$ cat src/rtl/pwm_multi_gen.sv
// pwm_multi_gen: multi-channel PWM generator.
// One shared WIDTH-bit timebase with a prescaler and up / down / centre-aligned
// counting drives NCH compare channels. Period, compare and function settings
// are double-buffered. The staged values move into the shadow registers only at
// a period boundary, or at once while the timebase is disabled.
// Optional feature macro: PWM_MULTI_DEADTIME_EN. It adds complementary outputs
// (pwm_out_n) with a programmable dead time (dead_time).
module pwm_multi_gen #(
  parameter int NCH   = 4,
  parameter int WIDTH = 16,
  parameter int PSC_W = 8
) (
  input  logic                 clk,
  input  logic                 rst,
  input  logic                 en,
  input  logic                 cnt_clr,
  input  logic [1:0]           mode,
  input  logic [PSC_W-1:0]     prescale,
  input  logic [WIDTH-1:0]     period,
  input  logic [NCH*WIDTH-1:0] cmp1,
  input  logic [NCH*WIDTH-1:0] cmp2,
  input  logic [NCH*2-1:0]     func,
  input  logic [NCH-1:0]       ch_en,
  input  logic                 update,
`ifdef PWM_MULTI_DEADTIME_EN
  input  logic [7:0]           dead_time,
  output logic [NCH-1:0]       pwm_out_n,
`endif
  output logic [WIDTH-1:0]     count,
  output logic                 dir,
  output logic                 period_evt,
  output logic                 upd_done,
  output logic [NCH-1:0]       pwm_out
);

  typedef enum logic [1:0] {
    MODE_UP     = 2'b00,
    MODE_DOWN   = 2'b01,
    MODE_CENTRE = 2'b10,
    MODE_UP_ALT = 2'b11
  } mode_e;

  typedef enum logic [1:0] {
    FN_LEFT   = 2'b00,
    FN_RIGHT  = 2'b01,
    FN_WINDOW = 2'b10,
    FN_LOW    = 2'b11
  } func_e;

  localparam logic [WIDTH-1:0] CNT_ONE = WIDTH'(1);
  localparam logic [PSC_W-1:0] PSC_ONE = PSC_W'(1);

  logic [PSC_W-1:0]     psc;
  logic                 tick;
  logic [WIDTH-1:0]     period_s;
  logic [NCH*WIDTH-1:0] cmp1_s;
  logic [NCH*WIDTH-1:0] cmp2_s;
  logic [NCH*2-1:0]     func_s;
  logic                 upd_pend;
  logic [WIDTH-1:0]     count_nx;
  logic                 dir_nx;
  logic                 boundary;
  logic                 commit;
  logic [NCH-1:0]       fres;

  assign tick = en && (psc == prescale);

  // A staged update is committed at a period boundary, or at once while the
  // timebase is stopped (no boundary would ever arrive).
  assign commit = (update && !en) || (boundary && (upd_pend || update));

  // Prescaler: counts 0..prescale while enabled and restarts after each tick.
  always_ff @(posedge clk or posedge rst) begin
    // NOTE: sequential state uses non-blocking assignments so every register
    // samples the values from before the edge, regardless of block order.
    if (rst) begin
      psc <= '0;
    end else if (cnt_clr || !en || tick) begin
      psc <= '0;
    end else begin
      psc <= psc + PSC_ONE;
    end
  end

  // Next counter value, direction and boundary flag for the selected mode.
  always_comb begin
    // NOTE: every output of this block gets a default first, so no path leaves
    // one unassigned and no latch is inferred.
    count_nx = count;
    dir_nx   = dir;
    boundary = 1'b0;
    if (cnt_clr) begin
      count_nx = '0;
      dir_nx   = 1'b0;
    end else if (tick) begin
      case (mode_e'(mode))
        MODE_DOWN: begin
          dir_nx = 1'b1;
          if (count == '0) begin
            count_nx = period_s;
            boundary = 1'b1;
          end else begin
            count_nx = count - CNT_ONE;
          end
        end
        MODE_CENTRE: begin
          if (period_s == '0) begin
            count_nx = '0;
            dir_nx   = 1'b0;
            boundary = 1'b1;
          end else if (!dir && (count < period_s)) begin
            // Rising: dir flips as the peak is reached.
            count_nx = count + CNT_ONE;
            dir_nx   = ((count + CNT_ONE) == period_s);
          end else if (count <= CNT_ONE) begin
            // Falling into zero closes the period.
            count_nx = '0;
            dir_nx   = 1'b0;
            boundary = 1'b1;
          end else begin
            count_nx = count - CNT_ONE;
            dir_nx   = 1'b1;
          end
        end
        default: begin
          // Up counting; also catches a count left above a shrunken period.
          dir_nx = 1'b0;
          if (count >= period_s) begin
            count_nx = '0;
            boundary = 1'b1;
          end else begin
            count_nx = count + CNT_ONE;
          end
        end
      endcase
    end
  end

  // Timebase registers and the period-boundary pulse.
  always_ff @(posedge clk or posedge rst) begin
    if (rst) begin
      count      <= '0;
      dir        <= 1'b0;
      period_evt <= 1'b0;
    end else begin
      count      <= count_nx;
      dir        <= dir_nx;
      period_evt <= boundary;
    end
  end

  // Shadow registers, pending-update flag and commit pulse.
  always_ff @(posedge clk or posedge rst) begin
    if (rst) begin
      period_s <= '0;
      cmp1_s   <= '0;
      cmp2_s   <= '0;
      func_s   <= '0;
      upd_pend <= 1'b0;
      upd_done <= 1'b0;
    end else if (commit) begin
      period_s <= period;
      cmp1_s   <= cmp1;
      cmp2_s   <= cmp2;
      func_s   <= func;
      upd_pend <= 1'b0;
      upd_done <= 1'b1;
    end else begin
      upd_done <= 1'b0;
      if (update) upd_pend <= 1'b1;
    end
  end

  // Raw channel function on the registered count; all compares are unsigned.
  function automatic logic ch_eval(input logic [1:0] fn, input logic [WIDTH-1:0] c,
                                   input logic [WIDTH-1:0] a, input logic [WIDTH-1:0] b);
    case (func_e'(fn))
      FN_LEFT:   return c < a;
      FN_RIGHT:  return c >= a;
      FN_WINDOW: return (a < b) && (c >= a) && (c < b);
      default:   return 1'b0;
    endcase
  endfunction

  for (genvar k = 0; k < NCH; k++) begin : g_fn
    assign fres[k] = ch_eval(func_s[2*k +: 2], count,
                             cmp1_s[k*WIDTH +: WIDTH], cmp2_s[k*WIDTH +: WIDTH]);
  end

`ifdef PWM_MULTI_DEADTIME_EN
  for (genvar k = 0; k < NCH; k++) begin : g_dt
    logic       raw_q;
    logic [7:0] dt_cnt;
    logic [7:0] dt_nx;
    logic       p_q;
    logic       n_q;

    // Every raw edge restarts the dead-time count; otherwise it runs down to 0.
    always_comb begin
      if (fres[k] != raw_q) begin
        dt_nx = dead_time;
      end else if (dt_cnt != 8'd0) begin
        dt_nx = dt_cnt - 8'd1;
      end else begin
        dt_nx = 8'd0;
      end
    end

    // Complementary pair: neither side drives while the dead time runs.
    always_ff @(posedge clk or posedge rst) begin
      if (rst) begin
        raw_q  <= 1'b0;
        dt_cnt <= 8'd0;
        p_q    <= 1'b0;
        n_q    <= 1'b0;
      end else begin
        raw_q  <= fres[k];
        dt_cnt <= dt_nx;
        p_q    <= ch_en[k] &&  fres[k] && (dt_nx == 8'd0);
        n_q    <= ch_en[k] && !fres[k] && (dt_nx == 8'd0);
      end
    end

    assign pwm_out[k]   = p_q;
    assign pwm_out_n[k] = n_q;
  end
`else
  // Gated channel outputs, one clk behind count.
  always_ff @(posedge clk or posedge rst) begin
    if (rst) begin
      pwm_out <= '0;
    end else begin
      pwm_out <= fres & ch_en;
    end
  end
`endif

endmodule

$ cat config.mk
export PLATFORM = sky130hd
export DESIGN_NAME = pwm_multi_gen
export DESIGN_NICKNAME = d
export VERILOG_FILES = /design/src/rtl/pwm_multi_gen.sv
export SDC_FILE = /design/constraint.sdc
export NUM_CORES = 1
export LEC_CHECK = 0
export CORE_MARGIN = 2
export CORE_UTILIZATION = 30
export CTS_CLUSTER_SIZE = 16
export DETAILED_ROUTE_END_ITERATION = 8
export PLACE_DENSITY_LB_ADDON = 0.15
export SLEW_MARGIN = 30
export SYNTH_ARGS = -nofsm -noshare
export SYNTH_HDL_FRONTEND = slang
export SYNTH_SLANG_ARGS = --single-unit
$ cat constraint.sdc
create_clock -name clk -period 10.5 [get_ports clk]
set_clock_uncertainty 0.15 [all_clocks]
set_input_delay 1.05 -clock clk [delete_from_list [all_inputs] [get_ports clk]]
set_output_delay 1.05 -clock clk [all_outputs]
set_load 0.02 [all_outputs]
Yosys cells after proc, flatten, opt, wreduce, memory -nomap -nowiden --
Cells that the tools add are included.
Cells by class: bitwise operators 1, reduce and logical (&&, ||, !) cells 26, add/subtract/negate cells 3, muxes and demuxes 30, $lt $le $gt $ge 19, eq/ne operators 12
Operator list (count):
- $lt 16x16->1 | 13
- $mux 16 | 7
- $ge 16x16->1 | 5
- $logic_not 16->1 | 2
- $pmux 16 s2 | 1
- $add 16x1->16 const B | 1
- $eq 16x16->1 | 1
- $le 16x1->1 const B | 1
- $sub 16x1->16 const B | 1
- $mux 1 | 15
- $logic_and 1x1->1 | 12
- $pmux 1 s3 | 4
- $eq 2x1->1 const B | 5
- $eq 2x2->1 const B | 5
- $add 8x1->8 const B | 1
- $eq 8x8->1 | 1
- $logic_not 2->1 | 4
- $mux 8 | 1
- $and 4x4->4 | 1
- $logic_or 1x1->1 | 4
- $pmux 1 s2 | 2
- $reduce_bool 2->1 | 2
- $logic_not 1->1 | 2
Word-level totals: register bits 184, input port bits 171, word-level logic and storage cells 102, output and inout bits 23

Logic depth before layout (Yosys ltp) --
Gate-level depths: netlist of run 1.
depth in word-level cells 10, gate-level depth with buffers 13, mapped depth without buffers 10

Worst setup path before layout of run 1 --
OpenSTA, ideal clock, no wires.
path type reg2reg, from reg count[14], to reg cmp2_s[0], arrival 3232 ps, period minus slack after synthesis 3507 ps, setup time 125 ps, slack 6993 ps, stages on the path, launching flop included 11, cell sequence dfrtp_1 -> ha_1 -> nand4_1 -> or4_1 -> a31o_1 -> and3_1 -> or3_1 -> o21ai_4 -> buf_8 -> buf_12 -> mux2_4
On the way: cells in the longest elaborated chain, start to end 9, elaborated cells on any way between the ends 15, classes of those cells order compare (3); mux (8); reduce/logical (4)
Ends and longest elaborated chain:
- from (decl) | line 29 | output logic [WIDTH-1:0] count,
- from (signal assigned) | line 146 | count <= count_nx;
- $le 16x1->1 / $lt 16x16->1 (equally long branches) | line 115, 111
- $mux 1 / $logic_and 1x1->1 (equally long branches) | line 115, 111
- $mux 1 | line 111 | end else if (!dir && (count < period_s)) begin
- $mux 1 | line 107 | if (period_s == '0) begin
- $pmux 1 s2 * | line 96 | case (mode_e'(mode))
- $mux 1 * | line 95 | end else if (tick) begin
- $mux 1 * | line 92 | if (cnt_clr) begin
- $logic_and 1x1->1 * | line 70 | assign commit = (update && !en) || (boundary && (upd_pend || update));
- $logic_or 1x1->1 * | line 70
- to (signal assigned) | line 164 | cmp2_s <= cmp2;
- to (decl) | line 57 | logic [NCH*WIDTH-1:0] cmp2_s;
Mark *: on every way between the ends. The rest lies on a longest branch, timed or not. A chain may end at the register's enable or synchronous reset.

Worst setup path after layout of run 1 --
from reg count[8], to reg cmp1_s[8]
On the way: cells in the longest elaborated chain, start to end 9, elaborated cells on any way between the ends 15, classes of those cells order compare (3); mux (8); reduce/logical (4)
Ends and longest elaborated chain:
- $le 16x1->1 / $lt 16x16->1 (equally long branches) | line 115, 111
- $mux 1 / $logic_and 1x1->1 (equally long branches) | line 115, 111
- $mux 1 | line 111
- $mux 1 | line 107
- $pmux 1 s2 * | line 96
- $mux 1 * | line 95
- $mux 1 * | line 92
- $logic_and 1x1->1 * | line 70
- $logic_or 1x1->1 * | line 70
- to (signal assigned) | line 163 | cmp1_s <= cmp1;
- to (decl) | line 56 | logic [NCH*WIDTH-1:0] cmp1_s;
Marked as above.

==> run_results.csv, run 1 <==
group,metric,value,unit
synth,most_used_dff_post_synth,"dfrtp_1",
clocking,cts_htree_levels,4,
power_and_ir_drop,p_per_area,128,nW/um^2
route,detailroute.via_count,10500,
clocking,clk_tree_root_cell,"clkbuf_16",
worst_setup_path,worst_r2r_path_depth,11,
route,dr.first_iter.drc_count,477,
timing,rsz0062_at_grt,"no",
timing,slew_headroom,43.8,%
place,buffer_ports.inserted,193,
place,placed_area,16200,sq um
worst_hold_path,worst_hold_startpoint,"cmp2_s[57]$_DFFE_PP0P_",
clocking,insertion_delay,0.50,ns
route,drt-met1-wl,18.6,mm
timing,hold_viol,0,
clocking,cts_resized,0,
power_and_ir_drop,power.static_leakage,8.02,nW
finish,area_growth_syn_to_layout,23.5,%
synth,yosys.area.top_type,"dfrtp_1",
clocking,postCtsSetupRepairBufs,0,
worst_setup_path,cp.arrival,5.55,ns
route,post_drt_via_cell_ratio,4.93,
synth,yosys_warnings,0,
finish,num-fill-cells,4566,
timing,worstMarginPinSlew,0.837,ns
power_and_ir_drop,ir_worst_vdd,0.0766,mV
synth,async_reset_ff_share,100,%
worst_setup_path,timing.rr.start,"count[8]$_DFFE_PP0P_",
clocking,worst_setup_hold_path_clk_slew,0.07,ns
clocking,tritoncts,"yes",
finish,final_nets,1885,
synth,yosysMostFrequentCell,"ha_1",
finish,layout-drive-gt1-share,14.5,%
global_routing,final_global_route_overflow_total,0,
global_routing,grt_use_total,18.0,%
global_routing,vias_in_the_first_global_route,10900,
synth,yosys_register_bits,184,
route,postRouteAntennaNets,0,
floorplan,initial_core_util,30.2,%
timing,min_period_over_period,50.8,%
place,gpl.final_weighted_congestion,0.858,
timing,setup_viol,0,
finish,multiInputGateArea,8180,sq um
synth,synth_enable_flop_cells,0,
route,number_of_drc_violations_after_detailed_routing,0,
timing,timing_max_transition_violations_final,0,
floorplan,fp.dieArea,47200,sq um
worst_setup_path,worstPathRequired,10.72,ns
worst_setup_path,capture_point_of_the_worst_reg_to_reg_path,"cmp1_s[8]$_DFFE_PP0P_",
worst_hold_path,hold_path_class,"flip-flop to flip-flop",
route,wl_met3,1.64,mm
synth,synth_nets,1685,
clocking,cts-hold-fix-buffers,0,
job,maxCapViolCount,0,
synth,synth-seq-area-share,33.8,%
floorplan,fp.dieH,217,microns
timing,max_clock_freq,188,MHz
outcome,run_status,"complete, no violations",
floorplan,die-width,217,microns
route,route.final.wire_length,40.8,mm
clocking,cts.sink_count,184,
worst_setup_path,crit_path_start_kind,"flip-flop",
synth,netlist_instances,1308,
finish,post-route-cell-area,16800,sq um
global_routing,grt_antenna_before_repair,2,
clocking,cts_inserted_buffers,17,
worst_setup_path,r2r_setup_slack,5.17,ns
worst_setup_path,critPathLaunch,"count[8]$_DFFE_PP0P_",
worst_setup_path,timing_worst_setup_path_type,"flip-flop to flip-flop",
place,place.detailed.hpwl,30.4,mm
timing,period_minus_slack,5.33,ns
place,numPlacedInstances,2089,
clocking,cts_max_path_buffers,2,
floorplan,top_level_ports,194,
finish,utilization_of_the_core_after_routing,37.3,%
timing,setup_total_negative_slack,0,ns
synth,yosys-top-cells-count,"ha_1, dfrtp_1, inv_1",
finish,sequential_cell_area,4600,sq um
route,top_signal_layer_used,"met5",
synth,syn_area,13600,sq um
route,wl_per_cell,19.2,microns
route,drtPass1Iterations,5,
global_routing,grt_max_degree,80,
worst_hold_path,hold_end,"cmp2_s[57]$_DFFE_PP0P_",
floorplan,core_region_area,45100,sq um
finish,final-instance-count-excl-fill,2122,
floorplan,placementRows,78,
worst_hold_path,min_path_cells,1,
synth,synth.top_cells.by_area,"dfrtp_1, ha_1, mux2_4",
route,detailroute.wirelength.met2,19.7,mm
synth,netlist-cell-type-count,66,
worst_setup_path,endpoint_kind,"flip-flop",
worst_setup_path,critical_path.max_fanout,40,
synth,avg_cell_area_syn,10.4,sq um
global_routing,global_route_wire_length_before_repair,63.7,mm
synth,area_fraction_of_the_dominant_cell_type_after_synthesis,33.8,%
kinds of logic after synthesis:
kind of cell / Yosys count / share of synthesized area [%]
compound gates: 246 / 11.7
fa+ha+maj: 206 / 18.9
simple gates: 267 / 10.6
mux: 161 / 15.1
flops: 184 / 33.8
xor+xnor: 57 / 3.66
buf+inv: 187 / 6.30
cell usage in the layout, fill, tap and decap left out, types with 43 or more instances in the layout:
cell,n
ha_1,206
a21oi_1,70
clkdlybuf4s50_1,193
mux2_2,84
dfrtp_1,184
nor2_1,43
o21ai_0,52
mux2_4,69
inv_1,152
nand4_1,43
flip-flops by register name, summed over array words and instances, names as in the netlist:
| signal | cells |
|---|---|
| pwm_out | 4 |
| count | 16 |
| psc | 8 |
| cmp1_s | 64 |
| upd_pend | 1 |
| upd_done | 1 |
| period_evt | 1 |
| period_s | 16 |
| func_s | 8 |
| cmp2_s | 64 |
| dir | 1 |
worst max-delay path by stage:
stage,to
after floorplan,cmp1_s[0]$_DFFE_PP0P_
after global placement,cmp1_s[5]$_DFFE_PP0P_
after detailed placement,cmp1_s[9]$_DFFE_PP0P_
after CTS,cmp1_s[8]$_DFFE_PP0P_
after global routing,cmp1_s[12]$_DFFE_PP0P_
final,cmp1_s[8]$_DFFE_PP0P_
metrics by stage:
stage | total power, W | setup slack, ns | hold slack, ns
after global placement | 0.00144 | 5.14 | 0.344
after CTS | 0.00219 | 5.12 | 0.364
final | 0.00215 | 5.17 | 0.361
after global routing | 0.00230 | 4.92 | 0.377
after detailed placement | 0.00146 | 5.10 | 0.346
after floorplan | 0.00126 | 4.30 | 0.331
final cells by class:
class                           count  area share [%]
Multi-Input combinational cell    937            48.6
Sequential cell                   184            27.4
Timing Repair Buffer              215            12.5
Tap cell                          600            4.46
Inverter                          153            3.46
Clock buffer                       18            2.55
Clock inverter                     14            1.10
Antenna cell                        1          0.0149
critical path, cell delays in order (launching register included):
cell	delay, ns
dfrtp_1	0.78
buf_4	0.33
ha_1	0.16
nand4_1	0.10
or4_1	0.56
a31o_1	0.25
and3_1	0.18
or3_1	0.42
o21ai_4	0.54
buf_4	0.60
buf_4	0.64
mux2_2	0.41
layer usage:
layer / global-route usage, % / vias to the layer above
li1: - / 5145
met1: 22.8 / 5068
met2: 30.2 / 200
met3: 3.80 / 47
met4: 6.10 / 4
met5: 0 / -
where the power goes:
part / switching (W) / internal (W)
Clock: 0.000331 / 0.000380
Sequential: 0.0000823 / 0.000798
Combinational: 0.000257 / 0.000300
Power figures use the tool's default switching activity.
==> run 2, diff against run 1 <==
clock period = 4.6 ns   (was 10.5 ns; I/O delays follow)
==> run 2 against run 1 <==
Compared with the run above:
- final area rose by 0.41%
- total power rose by 120%
- die area did not move
- utilization rose by 0.15 points
- sequential power rose by 130%
- clock power rose by 100%
- flip-flop and latch count did not move
- wire length rose by 0.72%
- fmax rose by 26%
- register-to-register slack got worse by 4.8 ns
- critical path depth fell by 3
- first-iteration DRC count rose by 28%
==> run_results.csv, run 2 (same netlist as run 1, synthesis figures left out) <==
group,metric,value,unit
route,postRouteAntennaNets,0,
route,dr.first_iter.drc_count,612,
timing,slew_headroom,40.8,%
power_and_ir_drop,p_per_area,279,nW/um^2
timing,rsz0062_at_grt,"no",
floorplan,core_region_area,45100,sq um
clocking,postCtsSetupRepairBufs,0,
clocking,tritoncts,"yes",
route,number_of_drc_violations_after_detailed_routing,0,
timing,max_clock_freq,237,MHz
global_routing,final_global_route_overflow_total,0,
global_routing,global_route_wire_length_before_repair,64.2,mm
power_and_ir_drop,netSwitchingFraction,31.5,%
floorplan,fp.dieArea,47200,sq um
power_and_ir_drop,power.static_leakage,8.05,nW
finish,leading_cell_type_in_the_layout_fill_and_taps_excluded,"ha_1",
timing,hold_slack,0.339,ns
place,buffer_ports.inserted,193,
timing,worstMarginPinSlew,0.888,ns
power_and_ir_drop,p_int,0.00324,W
timing,hold_viol,0,
worst_setup_path,worst_r2r_path_depth,8,
global_routing,grt_antenna_before_repair,0,
timing,setup_total_negative_slack,0,ns
job,maxCapViolCount,0,
worst_setup_path,timing_worst_setup_path_type,"flip-flop to flip-flop",
worst_setup_path,timing.rr.start,"count[4]$_DFFE_PP0P_",
finish,area_growth_syn_to_layout,24.0,%
global_routing,grt_use_total,18.0,%
finish,utilization_of_the_core_after_routing,37.5,%
outcome,run_status,"complete, no violations",
route,drtPass1Iterations,5,
timing,timing_max_transition_violations_final,0,
route,route.final.wire_length,41.1,mm
worst_setup_path,endpoint_kind,"flip-flop",
clocking,worst_setup_hold_path_clk_slew,0.08,ns
finish,insertedDiodeCount,0,
worst_setup_path,critPathLaunch,"count[4]$_DFFE_PP0P_",
finish,top_regs,"cmp1_s (64), cmp2_s (64)",
route,post_drt_via_cell_ratio,4.90,
clocking,cts_max_path_buffers,2,
place,place.detailed.hpwl,31.2,mm
finish,leading_cell_types_in_the_layout_fill_and_taps_excluded,"ha_1, clkdlybuf4s50_1, dfrtp_1",
floorplan,placementRows,78,
clocking,clk_tree_root_cell,"clkbuf_16",
floorplan,top_level_ports,194,
worst_setup_path,crit_path_start_kind,"flip-flop",
floorplan,die-width,217,microns
worst_setup_path,capture_point_of_the_worst_reg_to_reg_path,"cmp1_s[29]$_DFFE_PP0P_",
worst_setup_path,r2r_setup_slack,0.38,ns
floorplan,initial_core_util,30.2,%
timing,min_period_over_period,91.7,%
clocking,cts.sink_count,184,
floorplan,fp.dieH,217,microns
route,detailroute.via_count,10500,
power_and_ir_drop,clock_power_share,30.0,%
timing,period_minus_slack,4.22,ns
worst_setup_path,cp.arrival,4.42,ns
finish,final_nets,1899,
finish,final-instance-count-excl-fill,2133,
power_and_ir_drop,combPwrFrac,27.5,%
clocking,cts_htree_levels,4,
finish,layout-drive-gt1-share,15.1,%
route,wl_per_cell,19.3,microns
place,pre_cts_ws,0.418,ns
power_and_ir_drop,power_switching,0.00149,W
global_routing,grt_max_degree,113,
clocking,cts_inserted_buffers,17,
place,numPlacedInstances,2103,
clocking,insertion_delay,0.47,ns
timing,timing.final.ws_setup,0.383,ns
clocking,cts-hold-fix-buffers,0,
worst_setup_path,worstPathRequired,4.80,ns
timing,setup_viol,0,
worst_hold_path,hold_path_class,"input pin to async pin",
clocking,cts_resized,0,
worst_setup_path,critical_path.max_fanout,42,
power_and_ir_drop,ir_worst_vdd,0.159,mV
power_and_ir_drop,p_seq_share,42.5,%
place,gpl.final_weighted_congestion,0.858,
global_routing,vias_in_the_first_global_route,10900,
[run 2: cell types whose count changed in the layout (fill, tap and decap cells not counted), moves of 2 or more]
cell        delta
buf_12         +5
buf_4         +10
bufinv_16      -3
clkbuf_8       +2
clkinvlp_4     +4
inv_6          -3
inv_8          -3
[run 2: routing by layer]
| metal | GRT usage (%) | up-vias | share of wire (%) |
|---|---|---|---|
| li1 | - | 5158 | - |
| met1 | 23.6 | 5061 | 47 |
| met2 | 30.2 | 190 | 48 |
| met3 | 3.37 | 42 | 3.9 |
| met4 | 5.02 | 0 | 1.5 |
| met5 | 0 | - | 0 |
[run 2: stage by stage]
stage,power [W],area [sq um]
final,0.00472,16900
after CTS,0.00482,16900
after floorplan,0.00287,13600
after detailed placement,0.00335,16400
after global routing,0.00506,16900
after global placement,0.00332,16400
[run 2: worst max-delay path by stage]
stage | to | slack [ns] | cells after the start
finish | cmp1_s[29]$_DFFE_PP0P_ | 0.38 | 8
CTS | cmp1_s[11]$_DFFE_PP0P_ | 0.39 | 8
global route | cmp1_s[9]$_DFFE_PP0P_ | 0.21 | 8
global placement | cmp1_s[28]$_DFFE_PP0P_ | 0.44 | 8
detailed placement | cmp1_s[9]$_DFFE_PP0P_ | 0.42 | 8
floorplan | cmp2_s[0]$_DFFE_PP0P_ | 1.09 | 10
[run 2: power by group through the flow]
| stage | Clock (W) | Combinational (W) | Sequential (W) |
|---|---|---|---|
| 2_1_floorplan | 0 | 0.000897 | 0.00197 |
| 3_3_place_gp | 0 | 0.00128 | 0.00204 |
| 3_5_place_dp | 0 | 0.00131 | 0.00204 |
| 4_1_cts | 0.00149 | 0.00132 | 0.00201 |
| 5_1_grt | 0.00154 | 0.00148 | 0.00204 |
| 6_report | 0.00142 | 0.00130 | 0.00201 |
[run 2: worst max-delay path, cell delays in order (launching register included)]
cell     delay (ns)
dfrtp_1        0.72
nor4_1         0.48
nand3_1        0.38
nor4_4         0.55
nand2_1        0.30
nor3b_1        0.26
o21ai_4        0.48
buf_12         0.35
mux2_2         0.37
[run 2: area by class of cell]
| type | instances | area (sq um) |
|---|---|---|
| Fill cell | 4578 | 28200 |
| Multi-Input combinational cell | 937 | 8170 |
| Sequential cell | 184 | 4600 |
| Timing Repair Buffer | 229 | 2260 |
| Tap cell | 600 | 751 |
| Inverter | 153 | 578 |
| Clock buffer | 20 | 457 |
| Clock inverter | 10 | 73.8 |
==> run 3, diff against run 2 <==
clock period = 4.7 ns   (was 4.6 ns; I/O delays follow)
==> run 3 against run 2 <==
Compared with the run above:
- combinational power about the same
- wire length shrank 0.23%
- flip-flop and latch count unchanged
- utilization about the same
- fmax increased by 6.5%
- global-route usage shrank 0.10 points
- via count hardly changed
- largest cell class unchanged
- largest power group unchanged
==> run_results.csv, run 3 (same netlist as run 1, synthesis figures left out) <==
group,metric,value,unit
floorplan,initial_core_util,30.2,%
worst_setup_path,timing_worst_setup_path_type,"flip-flop to flip-flop",
clocking,cts.sink_count,184,
job,maxCapViolCount,0,
worst_setup_path,max_stage_delay,0.68,ns
worst_setup_path,cp.arrival,4.16,ns
power_and_ir_drop,clock_power_share,31.3,%
power_and_ir_drop,netSwitchingFraction,30.9,%
route,detailroute.via_count,10500,
global_routing,vias_in_the_first_global_route,11000,
worst_setup_path,critical-path-slowest-cell,"dfrtp_1",
timing,worstMarginPinSlew,0.842,ns
finish,sequential_cell_area,4600,sq um
worst_setup_path,crit_path_start_kind,"flip-flop",
floorplan,fp.dieArea,47200,sq um
global_routing,grt_use_met2,30.1,%
floorplan,top_level_ports,194,
timing,setup_total_negative_slack,0,ns
place,numPlacedInstances,2099,
worst_setup_path,critical_path_buf_inv_count,1,
finish,multiInputGateArea,8170,sq um
clocking,insertion_delay,0.47,ns
floorplan,fp.dieH,217,microns
clocking,worst_setup_hold_path_clk_slew,0.07,ns
route,postRouteAntennaNets,0,
timing,slew_headroom,43.9,%
timing,period_minus_slack,3.96,ns
timing,max_clock_freq,253,MHz
outcome,run_status,"complete, no violations",
clocking,cts_htree_levels,4,
clocking,cts_max_path_buffers,2,
worst_setup_path,cp_cell_sequence,"nor4_1 -> nand3_1 -> nor4_4 -> nand2_1 -> nor3b_1 -> o21ai_4 -> buf_12 -> mux2_2",
finish,final_nets,1895,
global_routing,use_met1,23.1,%
global_routing,grt_max_degree,126,
power_and_ir_drop,combPwrFrac,26.9,%
global_routing,fraction_of_met3_tracks_used_by_global_routing,3.96,%
timing,hold_viol,0,
clocking,cts_resized,0,
power_and_ir_drop,power_switching,0.00146,W
power_and_ir_drop,p_seq_share,41.8,%
power_and_ir_drop,p_per_area,279,nW/um^2
floorplan,core_region_area,45100,sq um
timing,rsz0062_at_grt,"no",
finish,leading_cell_type_in_the_layout_fill_and_taps_excluded,"ha_1",
clocking,clk_tree_root_cell,"clkbuf_16",
finish,utilization_of_the_core_after_routing,37.5,%
finish,insertedDiodeCount,0,
finish,leading_cell_types_in_the_layout_fill_and_taps_excluded,"ha_1, clkdlybuf4s50_1, dfrtp_1",
clocking,cts_inserted_buffers,17,
worst_setup_path,endpoint_kind,"flip-flop",
timing,setup_viol,0,
global_routing,final_global_route_overflow_total,0,
finish,area_growth_syn_to_layout,23.9,%
worst_setup_path,worstPathRequired,4.90,ns
global_routing,grt_use_total,17.9,%
finish,final-instance-count-excl-fill,2130,
timing,min_period_over_period,84.3,%
finish,top_regs,"cmp1_s (64), cmp2_s (64)",
route,dr.first_iter.drc_count,598,
global_routing,gr-max-usage-layer,"met2",
worst_hold_path,hold_path_class,"flip-flop to flip-flop",
route,post_drt_via_cell_ratio,4.91,
global_routing,global_route_wire_length_before_repair,64.2,mm
route,wl_per_cell,19.3,microns
clocking,cts-hold-fix-buffers,0,
power_and_ir_drop,p_int,0.00325,W
place,buffer_ports.inserted,193,
route,route.final.wire_length,41.0,mm
finish,num-fill-cells,4591,
clocking,postCtsSetupRepairBufs,0,
route,number_of_drc_violations_after_detailed_routing,0,
place,gpl.final_weighted_congestion,0.863,
floorplan,placementRows,78,
worst_setup_path,path_delay_family,"simple AND/OR/NAND/NOR gates",
place,place.detailed.hpwl,31.0,mm
route,drtPass1Iterations,6,
global_routing,grt_antenna_before_repair,1,
power_and_ir_drop,power.static_leakage,8.05,nW
clocking,tritoncts,"yes",
floorplan,die-width,217,microns
finish,layout-drive-gt1-share,15.0,%
timing,timing_max_transition_violations_final,0,
worst_setup_path,critical_path.max_fanout,77,
power_and_ir_drop,ir_worst_vdd,0.201,mV
[run 3: cell count changes in the layout (fill, tap and decap cells not counted)]
cell,before,now
clkinvlp_4,6,5
bufinv_16,0,1
clkbuf_8,2,4
buf_4,31,29
buf_12,5,3
clkinv_2,2,1
[run 3: worst paths after layout]
| kind | start | end | slack, ns | cells past startpoint |
|---|---|---|---|---|
| setup reg to reg | count[4]$_DFFE_PP0P_ | cmp1_s[46]$_DFFE_PP0P_ | 0.74 | 8 |
| max in group asynchronous | rst | cmp1_s[53]$_DFFE_PP0P_ | 3.33 | 3 |
| min in group asynchronous | rst | cmp1_s[1]$_DFFE_PP0P_ | 0.41 | 3 |
| hold / removal | cmp2_s[50]$_DFFE_PP0P_ | cmp2_s[50]$_DFFE_PP0P_ | 0.36 | 1 |
| hold reg to reg | cmp2_s[50]$_DFFE_PP0P_ | cmp2_s[50]$_DFFE_PP0P_ | 0.36 | 1 |
| setup / recovery | count[4]$_DFFE_PP0P_ | cmp1_s[46]$_DFFE_PP0P_ | 0.74 | 8 |
[run 3: cell type report]
| class | instances | share of cell area [%] |
|---|---|---|
| Multi-Input combinational cell | 937 | 48.4 |
| Inverter | 153 | 3.42 |
| Tap cell | 600 | 4.44 |
| Clock buffer | 22 | 2.87 |
| Timing Repair Buffer | 225 | 13.1 |
| Sequential cell | 184 | 27.3 |
| Clock inverter | 9 | 0.541 |
[run 3: stage by stage]
| step | setup WS, ns | total power (W) | hold WS (ns) | instance area, sq um |
|---|---|---|---|---|
| final | 0.740 | 0.00471 | 0.358 | 16900 |
| after global routing | 0.516 | 0.00503 | 0.374 | 16900 |
| after CTS | 0.766 | 0.00479 | 0.364 | 16900 |
| after detailed placement | 0.781 | 0.00328 | 0.343 | 16300 |
| after global placement | 0.842 | 0.00325 | 0.344 | 16300 |
| after floorplan | 1.19 | 0.00281 | 0.331 | 13600 |
[run 3: power by group through the flow]
stage	registers (W)	logic, W	clock network [W]
floorplan	0.00193	0.000878	0
global placement	0.00200	0.00125	0
detailed placement	0.00200	0.00128	0
CTS	0.00197	0.00129	0.00153
global route	0.00200	0.00144	0.00159
finish	0.00197	0.00127	0.00147
[run 3: metal layers]
layer | routed length (microns) | up-vias
met5 | 0 | -
met4 | 600 | 0
met3 | 1890 | 38
met2 | 19800 | 209
met1 | 18700 | 5060
li1 | - | 5145
